`src/rtl/combat_unit.sv`:
```
// One lane unit (enemy or player): deploys from a one-hot type select, walks
// on game ticks, strobes attacks on a cooldown while blocked, dies and respawns.
module combat_unit #(
  parameter int POS_W         = 9,
  parameter int HP_W          = 8,
  parameter int DMG_W         = 8,
  parameter int NUM_TYPES     = 4,
  parameter int HP_MAX        = 255,
  parameter int POWER_BASE    = 16,
  parameter int START_POS     = 0,
  parameter int END_POS       = 319,
  parameter int DIR           = 0,
  parameter int ATTACK_PERIOD = 4,
  parameter int DEAD_HOLD     = 10,
  localparam int TW           = (NUM_TYPES > 1) ? $clog2(NUM_TYPES) : 1
) (
  input  logic                 clk_i,
  input  logic                 reset_ni,
  input  logic                 game_tick_i,
  input  logic [NUM_TYPES-1:0] deploy_req_i,
  input  logic                 move_scen_i,
  input  logic                 damage_scen_i,
  input  logic [DMG_W-1:0]     damage_in_i,
  output logic [POS_W-1:0]     position_o,
  output logic [DMG_W-1:0]     damage_out_o,
  output logic [HP_W-1:0]      health_o,
  output logic [TW-1:0]        unit_type_o,
  output logic                 alive_o,
  output logic                 dead_o,
  output logic                 reached_end_o
);

  localparam int CDW = (ATTACK_PERIOD > 1) ? $clog2(ATTACK_PERIOD + 1) : 1;
  localparam int DCW = (DEAD_HOLD > 1) ? $clog2(DEAD_HOLD + 1) : 1;
  localparam int CW  = (HP_W > DMG_W) ? HP_W : DMG_W;
  localparam int WW  = DMG_W + NUM_TYPES;

  typedef enum logic [1:0] {S_IDLE, S_DEPLOY, S_ALIVE, S_DEAD} state_e;

  state_e           state_q, state_d;
  logic [POS_W-1:0] pos_q, pos_d;
  logic [DMG_W-1:0] dmg_q, dmg_d;
  logic [HP_W-1:0]  hp_q, hp_d;
  logic [TW-1:0]    type_q, type_d;
  logic [DMG_W-1:0] power_q, power_d;
  logic [CDW-1:0]   cd_q, cd_d;
  logic [DCW-1:0]   dcnt_q, dcnt_d;
  logic             alive_q, dead_q, reached_q;

  logic             dep_onehot;
  logic [TW-1:0]    dep_idx;
  logic [WW-1:0]    power_wide;
  logic [DMG_W-1:0] power_sel;
  logic             kill;

  always_comb begin
    dep_idx    = '0;
    dep_onehot = ($countones(deploy_req_i) == 1);
    for (int i = 0; i < NUM_TYPES; i++)
      if (deploy_req_i[i]) dep_idx = TW'(i);
  end

  // Power doubles per type index; anything that spills past DMG_W saturates.
  always_comb begin
    power_wide = WW'(POWER_BASE) << type_q;
    power_sel  = (|power_wide[WW-1:DMG_W]) ? '1 : power_wide[DMG_W-1:0];
  end

  assign kill = damage_scen_i && (CW'(damage_in_i) >= CW'(hp_q));

  always_comb begin
    state_d = state_q;
    pos_d   = pos_q;
    dmg_d   = '0;
    hp_d    = hp_q;
    type_d  = type_q;
    power_d = power_q;
    cd_d    = cd_q;
    dcnt_d  = dcnt_q;
    case (state_q)
      S_IDLE: begin
        pos_d  = POS_W'(START_POS);
        hp_d   = '0;
        cd_d   = '0;
        dcnt_d = '0;
        if (dep_onehot) begin
          type_d  = dep_idx;
          state_d = S_DEPLOY;
        end
      end
      S_DEPLOY: begin
        hp_d    = HP_W'(HP_MAX);
        power_d = power_sel;
        pos_d   = POS_W'(START_POS);
        cd_d    = '0;
        state_d = S_ALIVE;
      end
      S_ALIVE: begin
        if (kill) begin
          // A lethal hit pre-empts any move or attack on the same cycle.
          hp_d    = '0;
          dcnt_d  = '0;
          state_d = S_DEAD;
        end else begin
          if (damage_scen_i) hp_d = hp_q - HP_W'(damage_in_i);
          if (game_tick_i) begin
            if (move_scen_i) begin
              cd_d = '0;
              if (DIR == 0) begin
                if (pos_q < POS_W'(END_POS)) pos_d = pos_q + POS_W'(1);
              end else begin
                if (pos_q > POS_W'(END_POS)) pos_d = pos_q - POS_W'(1);
              end
            end else if (cd_q == '0) begin
              dmg_d = power_q;
              cd_d  = CDW'(ATTACK_PERIOD - 1);
            end else begin
              cd_d = cd_q - CDW'(1);
            end
          end
        end
      end
      S_DEAD: begin
        if (dcnt_q == DCW'(DEAD_HOLD - 1)) begin
          dcnt_d  = '0;
          pos_d   = POS_W'(START_POS);
          state_d = S_IDLE;
        end else begin
          dcnt_d = dcnt_q + DCW'(1);
        end
      end
      default: state_d = S_IDLE;
    endcase
  end

  always_ff @(posedge clk_i) begin
    if (!reset_ni) begin
      state_q   <= S_IDLE;
      pos_q     <= POS_W'(START_POS);
      dmg_q     <= '0;
      hp_q      <= '0;
      type_q    <= '0;
      power_q   <= '0;
      cd_q      <= '0;
      dcnt_q    <= '0;
      alive_q   <= 1'b0;
      dead_q    <= 1'b0;
      reached_q <= 1'b0;
    end else begin
      state_q   <= state_d;
      pos_q     <= pos_d;
      dmg_q     <= dmg_d;
      hp_q      <= hp_d;
      type_q    <= type_d;
      power_q   <= power_d;
      cd_q      <= cd_d;
      dcnt_q    <= dcnt_d;
      alive_q   <= (state_d == S_ALIVE);
      dead_q    <= (state_d == S_DEAD);
      reached_q <= (state_d == S_ALIVE) && (pos_d == POS_W'(END_POS));
    end
  end

  assign position_o    = pos_q;
  assign damage_out_o  = dmg_q;
  assign health_o      = hp_q;
  assign unit_type_o   = type_q;
  assign alive_o       = alive_q;
  assign dead_o        = dead_q;
  assign reached_end_o = reached_q;

endmodule

```
`config.mk`:
```
export PLATFORM = sky130hd
export DESIGN_NAME = combat_unit
export DESIGN_NICKNAME = d
export VERILOG_FILES = /design/src/rtl/combat_unit.sv
export SDC_FILE = /design/constraint.sdc
export NUM_CORES = 1
export LEC_CHECK = 0
export BUFFER_PORTS_ARGS = -buffer_cell sky130_fd_sc_hd__clkbuf_2
export CELL_PAD_IN_SITES_DETAIL_PLACEMENT = 1
export CELL_PAD_IN_SITES_GLOBAL_PLACEMENT = 1
export CORE_AREA = 2 2 86 88
export CTS_BUF_LIST = sky130_fd_sc_hd__clkbuf_8
export DETAILED_ROUTE_END_ITERATION = 10
export DIE_AREA = 0 0 88 90
export GPL_TIMING_DRIVEN = 0
export PLACE_DENSITY_LB_ADDON = 0.1
export SLEW_MARGIN = 20
export SYNTH_ARGS = -nofsm -noshare
export SYNTH_HDL_FRONTEND = slang
export SYNTH_SLANG_ARGS = --single-unit
```
`constraint.sdc`:
```
create_clock -name clk_i -period 4.37 [get_ports clk_i]
set_input_delay 0.2185 -clock clk_i [delete_from_list [all_inputs] [get_ports clk_i]]
set_output_delay 0.2185 -clock clk_i [all_outputs]
set_load 0.005 [all_outputs]
```
==> flow_metrics.tcl <==
set metrics [dict create \
    status "finished clean" \
    drt_wl_total_um 6270 \
    area_growth_pct 17.6 \
    yosys.area_share.simple_pct 24.6 \
    cp_max_fo 6 \
    crit_required_ns 4.58 \
    cts_tree "done" \
    hpwlAfterDp_um 4760 \
    dpl_worst_slack_ns 1.44 \
    synth_top_family_by_area "simple AND/OR/NAND/NOR gates" \
    io_pins 47 \
    htree_levels 2 \
    ff2ff_setup_slack_ns 1.46 \
    end_kind "flip-flop" \
    numCtsBuffers 5 \
    power_uw 889 \
    yosysWarningCount 0 \
    fillerInstances 867 \
    grt_overflow 0 \
    die_h_um 90 \
    cp_data_arrival_time_ns 3.13 \
    portBuffers 41 \
    max-vdd-ir-drop_uv 107 \
    wire_per_inst_um 14.2 \
    slew_headroom_pct 36.5 \
    cp-start-kind "flip-flop" \
    die-area_mm2 0.00792 \
    setup_viol 0 \
    cts_buffer_depth 2 \
    synthMuxAreaShare_pct 1.30 \
    yosysMostFrequentCell "dfxtp_1" \
    synthAdderAreaFrac_pct 12.6 \
    synth_common_cells "39 x dfxtp_1, 29 x inv_1, 28 x nor2_1" \
    routed_via_density 4.92 \
    grtUsageTotal_pct 16.8 \
    nets 382 \
    max_freq_mhz 343 \
    core_mm2 0.00702 \
    skew_ns 0.00590 \
    cts_root_buffer "clkbuf_8" \
    synth_cells 291 \
    synth_top_area_share_pct 32.6 \
    first_pass_iters 3 \
    synth-async-reset-ratio_pct 0 \
    cts_resized 0 \
    tns_ns 0 \
    cts_setup_buffers 0 \
    synth_compound_area_share_pct 20.0 \
    drcViolationCount 0 \
    clkTransAtPathRegs_ns 0.08 \
    avgSynthCellArea_um2 8.24 \
    yosys-top-cells-area "dfxtp_1 33%, ha_1 11%, inv_1 4.5%, nor2_1 4.4%, nand2_1 4.2%" \
    antenna_found_initial 0 \
    synth_edf_count 0 \
    seq_area_frac_synth_pct 32.6 \
    regArea_um2 781 \
    final_max_slew_viol_count 0 \
    drtAntennaViolNets 0 \
    critPathKind "reg2reg" \
    vias 2176 \
    row_count 31 \
    yosysTopAreaCell "dfxtp_1" \
    multiInputGateArea_mm2 0.00145 \
    grt_max_degree 12 \
    timing.final.crit_share_pct 66.7 \
    grt_pass1_vias 2186 \
    setup_slack_ns 1.46 \
    worstMarginPinSlew_ns 0.947 \
    power.density_mw_per_mm2 315 \
    rsz0062_at_grt "false" \
    synthFlopType "dfxtp_1" \
    worstSkewPairLatency_ns 0.29 \
    drive_above_1_share_pct 19.0 \
    cts_sinks 39 \
    insertedDiodeCount 0 \
    ys_ff_latch 39 \
    ys_types 61 \
    drtIter0Drc 64 \
    netlist_area_mm2 0.00240 \
    finalHoldViolCount 0 \
    hp-class "in2reg" \
    p_leak_uw 0.00126 \
    start_util_pct 34.1 \
    fp.dieW_um 88 \
    synthXorXnorAreaFrac_pct 1.10 \
    min_period_ns 2.91 \
    cts_hold_buf 0 \
    maxCapViolations 0 \
    grt_pass1_wl_um 10600 \
    gp_congestion 0.823 \
]
logic make-up after synthesis:
group | Yosys count
and+or+nand+nor | 111
AOI/OAI and AO/OA | 69
buffers and inverters | 42
DFF | 39
adders and majority gates | 23
xor gates and xnor gates | 3
muxes | 3
other | 1
power breakdown:
part / switching (uW) / total [uW] / leakage, uW / internal (uW)
registers: 24.3 / 402 / 0.000315 / 378
clock network: 129 / 237 / 0.0000505 / 108
logic: 155 / 250 / 0.000896 / 95.5
total: 308 / 889 / 0.00126 / 581
area by class of cell:
class                   instances  share of cell area [%]
flip-flops and latches         39                    27.7
well taps                      99                    4.39
repair buffers                 41                    7.28
inverters                      30                    3.99
multi-input cells             213                    51.3
clock buffers                   5                    2.44
plain buffers                  12                    2.44
clock inverters                 3                   0.444
metrics by stage:
step	util [%]	area (um^2)	hold WS, ns	std cells
final	40.2	2820	0.216	442
after CTS	40.2	2820	0.211	442
after detailed placement	39.0	2740	0.451	434
after global placement	39.0	2740	0.443	434
after global routing	40.2	2820	0.220	442
after floorplan	-	2410	0.391	294
flip-flops by register name (all words and copies together) (netlist names):
| signal | count |
|---|---|
| alive_o | 1 |
| cd_q | 3 |
| damage_out_o | 4 |
| dcnt_q | 4 |
| dead_o | 1 |
| health_o | 8 |
| position_o | 9 |
| power_q | 4 |
| reached_end_o | 1 |
| state_q | 2 |
| unit_type_o | 2 |
cell usage in the layout (no fill, tap or decap), types with 7 or more instances in the layout:
master / instances
clkbuf_2: 41
dfxtp_1: 39
inv_1: 31
nor2_1: 28
nand2_1: 27
ha_1: 21
a21oi_1: 20
and2_1: 10
o21ai_0: 10
nand3_1: 7
worst max-delay path: stages (launching register included):
cell and delay (ns):
dfxtp_1 0.33, inv_1 0.05, ha_1 0.15, inv_1 0.06, fa_1 0.40, nand3_1 0.14, a21oi_2 0.09, o41ai_4 0.49
or4_1 0.18, a31oi_1 0.11, or4_1 0.58, nor4_2 0.25
metal layers:
| metal | GRT usage [%] | wire (um) |
|---|---|---|
| met5 | 0 | 0 |
| met2 | 26.5 | 2800 |
| met3 | 3.03 | 143 |
| met1 | 23.9 | 3270 |
| met4 | 3.46 | 59 |
path summary, 6_finish.rpt:
check                                                   end  cells past startpoint                startpoint
worst max-delay path               reached_end_o$_SDFF_PN0_                     11  health_o[0]$_SDFFE_PN0P_
worst min-delay path            unit_type_o[1]$_SDFFE_PN0P_                      3           deploy_req_i[2]
worst max register to register     reached_end_o$_SDFF_PN0_                     11  health_o[0]$_SDFFE_PN0P_
worst min register to register      power_q[5]$_SDFFE_PN0N_                      2   power_q[5]$_SDFFE_PN0N_
(Power assumes the default switching activity.)
